===== src/rtl/adder_share_arbiter.sv =====
// adder_share_arbiter: round-robin sharing of one WIDTH-bit adder across N_REQ requesters,
// with the result held in a one-entry output register tagged by the winner's index.
module adder_share_arbiter #(
  parameter int N_REQ = 4,
  parameter int WIDTH = 32,
  parameter int IDW   = 2
) (
  input  logic                   clk,
  input  logic                   rst_n,
  input  logic [N_REQ-1:0]       req_valid_i,
  output logic [N_REQ-1:0]       req_ready_o,
  input  logic [N_REQ*WIDTH-1:0] req_a_i,
  input  logic [N_REQ*WIDTH-1:0] req_b_i,
  output logic                   rsp_valid_o,
  input  logic                   rsp_ready_i,
  output logic [IDW-1:0]         rsp_id_o,
  output logic [WIDTH-1:0]       rsp_sum_o,
  output logic                   rsp_carry_o
);
  typedef enum logic {EMPTY, FULL} state_e;
  state_e state_q, state_d;
  logic [IDW-1:0] rr_ptr_q, rr_ptr_d, id_q, id_d, grant, cand;
  logic [IDW:0] pos;
  logic [WIDTH-1:0] sum_q, sum_d, op_a, op_b;
  logic carry_q, carry_d, accept;
  // Offsets are walked high-to-low so the valid index nearest rr_ptr_q is the last one written.
  always_comb begin
    grant = '0;
    pos = '0;
    cand = '0;
    for (int k = N_REQ - 1; k >= 0; k--) begin
      pos = {1'b0, rr_ptr_q} + (IDW+1)'(k);
      cand = (pos >= (IDW+1)'(N_REQ)) ? IDW'(pos - (IDW+1)'(N_REQ)) : pos[IDW-1:0];
      if (req_valid_i[cand]) grant = cand;
    end
  end
  assign accept = (state_q == EMPTY || rsp_ready_i) && |req_valid_i;
  assign req_ready_o = accept ? {{(N_REQ-1){1'b0}}, 1'b1} << grant : '0;
  assign op_a = req_a_i[int'(grant)*WIDTH +: WIDTH];
  assign op_b = req_b_i[int'(grant)*WIDTH +: WIDTH];
  always_comb begin
    state_d = state_q;
    rr_ptr_d = rr_ptr_q;
    id_d = id_q;
    sum_d = sum_q;
    carry_d = carry_q;
    if (accept) begin
      state_d = FULL;
      rr_ptr_d = (grant == IDW'(N_REQ - 1)) ? '0 : grant + 1'b1;
      id_d = grant;
      {carry_d, sum_d} = {1'b0, op_a} + {1'b0, op_b};
    end else if (rsp_ready_i) begin
      state_d = EMPTY;
    end
  end
  always_ff @(posedge clk or negedge rst_n) begin
    if (!rst_n) begin
      state_q <= EMPTY;
      rr_ptr_q <= '0;
      id_q <= '0;
      sum_q <= '0;
      carry_q <= 1'b0;
    end else begin
      state_q <= state_d;
      rr_ptr_q <= rr_ptr_d;
      id_q <= id_d;
      sum_q <= sum_d;
      carry_q <= carry_d;
    end
  end
  assign rsp_valid_o = state_q == FULL;
  assign rsp_id_o = id_q;
  assign rsp_sum_o = sum_q;
  assign rsp_carry_o = carry_q;
endmodule


===== config.mk =====
export PLATFORM = sky130hd
export DESIGN_NAME = adder_share_arbiter
export DESIGN_NICKNAME = d
export VERILOG_FILES = /design/src/rtl/adder_share_arbiter.sv
export SDC_FILE = /design/constraint.sdc
export NUM_CORES = 1
export LEC_CHECK = 0
export BUFFER_PORTS_ARGS = -buffer_cell sky130_fd_sc_hd__buf_4
export CAP_MARGIN = 20
export CORE_AREA = 2 2 117 119
export DETAILED_ROUTE_END_ITERATION = 10
export DIE_AREA = 0 0 119 121
export HOLD_SLACK_MARGIN = 0.08
export PLACE_DENSITY = 0.75
export SYNTH_ARGS = -nofsm -noshare
export SYNTH_HDL_FRONTEND = slang
export SYNTH_SLANG_ARGS = --single-unit

===== constraint.sdc =====
create_clock -name clk -period 4.6 [get_ports clk]
set_input_delay 0.92 -clock clk [delete_from_list [all_inputs] [get_ports clk]]
set_output_delay 0.92 -clock clk [all_outputs]
set_load 0.02 [all_outputs]

==> impl_metrics.yaml <==
critical_path:
  crit_required_ns: 4.72
  cp.arrival_ns: 4.48
  worst_setup_path_start_kind: "input pin"
  cp_max_fo: 10
  cp-startpoint: "req_valid_i[0]"
  r2r_slack_ns: 0.62
  cp-end-kind: "flip-flop"
  worstReg2RegStart: "rr_ptr_q[0]"
  reg2regPathDepth: 19
  r2r-end: "rsp_sum_o[31]"
  timing_worst_setup_path_type: "in -> reg"
die:
  ios: 303
  die_h_um: 121
  dieArea_um2: 14400
  core_um2: 13090
  start_util_pct: 39.37
  rows: 42
  die_x_um: 119
global_route:
  grt_first_pass_wirelength_um: 32000
  grt_pass1_vias: 6253
  antenna_found_initial: 0
  grt_start_max_net_pins: 57
  grt_usage_pct: 27.37
  grt_overflow: 0
synth:
  yosysTopAreaCellShare_pct: 23.03
  seq_area_frac_synth_pct: 18.46
  synth_cell_types: 56
  ys_top_cells_by_area: "nand2_1 23%, dfrtp_1 18%, ha_1 8.7%"
  synth_fp_nets: 1111
  synth_ff_type: "dfrtp_1"
  synth_common_cells: "316 x nand2_1, 71 x a31oi_1, 66 x and3_1"
  avgSynthCellArea_um2: 6.352
  synth_seq_cells: 38
  synth-edff-count: 0
  syn_inst: 811
  async_flop_share_pct: 100.0
  synth_area_um2: 5151
  synth_top_cell_by_area: "nand2_1"
  ys_warn_count: 0
  synth_most_common_cell: "nand2_1"
drt:
  wl_per_cell_um: 15.82
  via_per_inst: 5.360
  first_pass_iters: 5
  routed_wl_um: 20630
  ant_nets: 0
  drt_iter0_markers: 426
  vias: 6989
  drc: 0
clock_tree:
  path_clk_slew_ns: 0.06
  post_cts_buffers: 0
  hold_buffers: 0
  worstSkewPairLatency_ns: 0.28
  tritoncts: "built"
  clk_path_buf_depth: 2
  cts-buffers-inserted: 5
  cts_root_buf: "clkbuf_16"
  cts.sinks: 38
  cts_htree_levels: 2
sta:
  whs_ns: 0.4774
  rsz0062_at_grt: "no"
  setup_tns_ns: 0
  skew_ns: 0.005564
  setup_ws_ns: 0.2402
  final_hold_viol_count: 0
  fmax_ghz: 0.2294
  slew_headroom_pct: 43.67
  finalCritPeriodShare_pct: 94.78
  tightest_slew_ns: 0.8450
  slew_viol_final: 0
  setup_viol: 0
  period_needed_ns: 4.360
pwr:
  p_per_area_nw_per_um2: 811.0
  p_leak_uw: 0.004302
  irDropWorstVdd_mv: 0.3372
finish:
  drive_gt1_share_pct: 34.93
  instances_no_fill: 1304
  fill_cells: 1184
  area_growth_syn_to_layout_pct: 60.41
  diodes: 0
  fin_area_um2: 8263
  layout.nets: 1427
placement:
  gp_congestion: 0.9489
  port_buffers: 302
  place_inst: 1296
  post-place-ws_ns: -0.02543
  dpl.hpwl_um: 17130
  placed_area_um2: 8058
hold_path:
  holdPathEnd: "rsp_sum_o[0]"
  hp-class: "reg -> reg"
  hold_start: "rsp_sum_o[0]"
  min_path_cells: 2
outcome:
  status: "finished, final reports clean"
job:
  cap_viol_max_count: 0
## power by group
group          total (uW)  switching (uW)  internal, uW
logic                5630            3060          2570
clock network         452             127           325
registers             621             106           515
total                6700            3290          3410
## what timing repair did
item | 4_1_cts | 5_1_grt
setup endpoints to repair | 0 | 2
hold endpoints to repair | 0 | 0
resized for setup | 0 | 1
## cell type report
class                      count  area (um2)  share of cell area [%]
sequential                    38       950.9                   11.51
timing repair buffer         367        2880                   34.86
multi-input combinational    698        3946                   47.76
clock inverter                 2       60.06                  0.7268
clock buffer                   6       138.9                   1.681
tap                          176       220.2                   2.665
inverter                      17       66.31                  0.8025
## worst max path at each step
stage | to | slack [ns]
detailed placement | rsp_sum_o[27] | -0.03
floorplan | rsp_carry_o | 0.09
global route | rsp_carry_o | 0.02
global placement | rsp_sum_o[27] | 0.07
finish | rsp_sum_o[28] | 0.24
CTS | rsp_sum_o[27] | 0.25
## cells in the final DEF, fill, tap and decap left out, drive strengths merged, types with 3 or more instances in the layout
cell	n
inv	17
or2	3
a221oi	3
xor2	4
ha	36
a211oi	6
a31oi	71
dfrtp	38
and2	6
buf	367
nand4b	4
and3	66
a21o	16
o21bai	3
nand3	11
nand4	3
or3	3
xnor2	17
nor3b	7
o41ai	3
a21oi	33
nor2	9
nand2	316
clkbuf	6
o31ai	5
o21ai	42
o211ai	4
## critical path, cell delays in order
cell      delay [ns]
buf_4           0.12
inv_1           0.06
nor2_1          0.05
a21oi_1         0.11
nor2_1          0.08
a211oi_4        0.27
buf_12          0.19
inv_4           0.07
nand2_1         0.06
and3_1          0.15
a31oi_1         0.06
ha_1            0.25
fa_1            0.40
a21oi_1         0.26
o221ai_2        0.15
o221a_2         0.27
a221o_1         0.34
a211oi_2        0.23
a211oi_2        0.09
xnor2_1         0.23
o21ai_0         0.12
## sequential cells by signal (all words and copies together), names as in the netlist
register,flops
rsp_valid_o,1
rsp_sum_o,32
rsp_id_o,2
rr_ptr_q,2
rsp_carry_o,1
## per-stage QoR
stage	util, %	power, uW
final	63.15	6702
after global routing	63.15	7246
after CTS	63.10	6649
after detailed placement	61.58	6155
after global placement	61.58	6119
after floorplan	-	4011
## metal layers
| metal | up-vias | track usage (%) | part of all wire [%] |
|---|---|---|---|
| li1 | 3473 | - | - |
| met1 | 3216 | 39.38 | 46 |
| met2 | 284 | 44.54 | 46 |
| met3 | 16 | 3.195 | 6.5 |
| met4 | 0 | 4.911 | 1.1 |
| met5 | - | 0 | 0 |
## kinds of logic after synthesis
kind of cell / synth area share, %
xor gates and xnor gates: 3.570
muxes: 0.1943
AOI/OAI and AO/OA: 25.14
and+or+nand+nor: 37.84
DFF: 18.46
adders and majority gates: 9.133
buffers and inverters: 5.659
No activity file was read; power rests on OpenSTA's default activity.
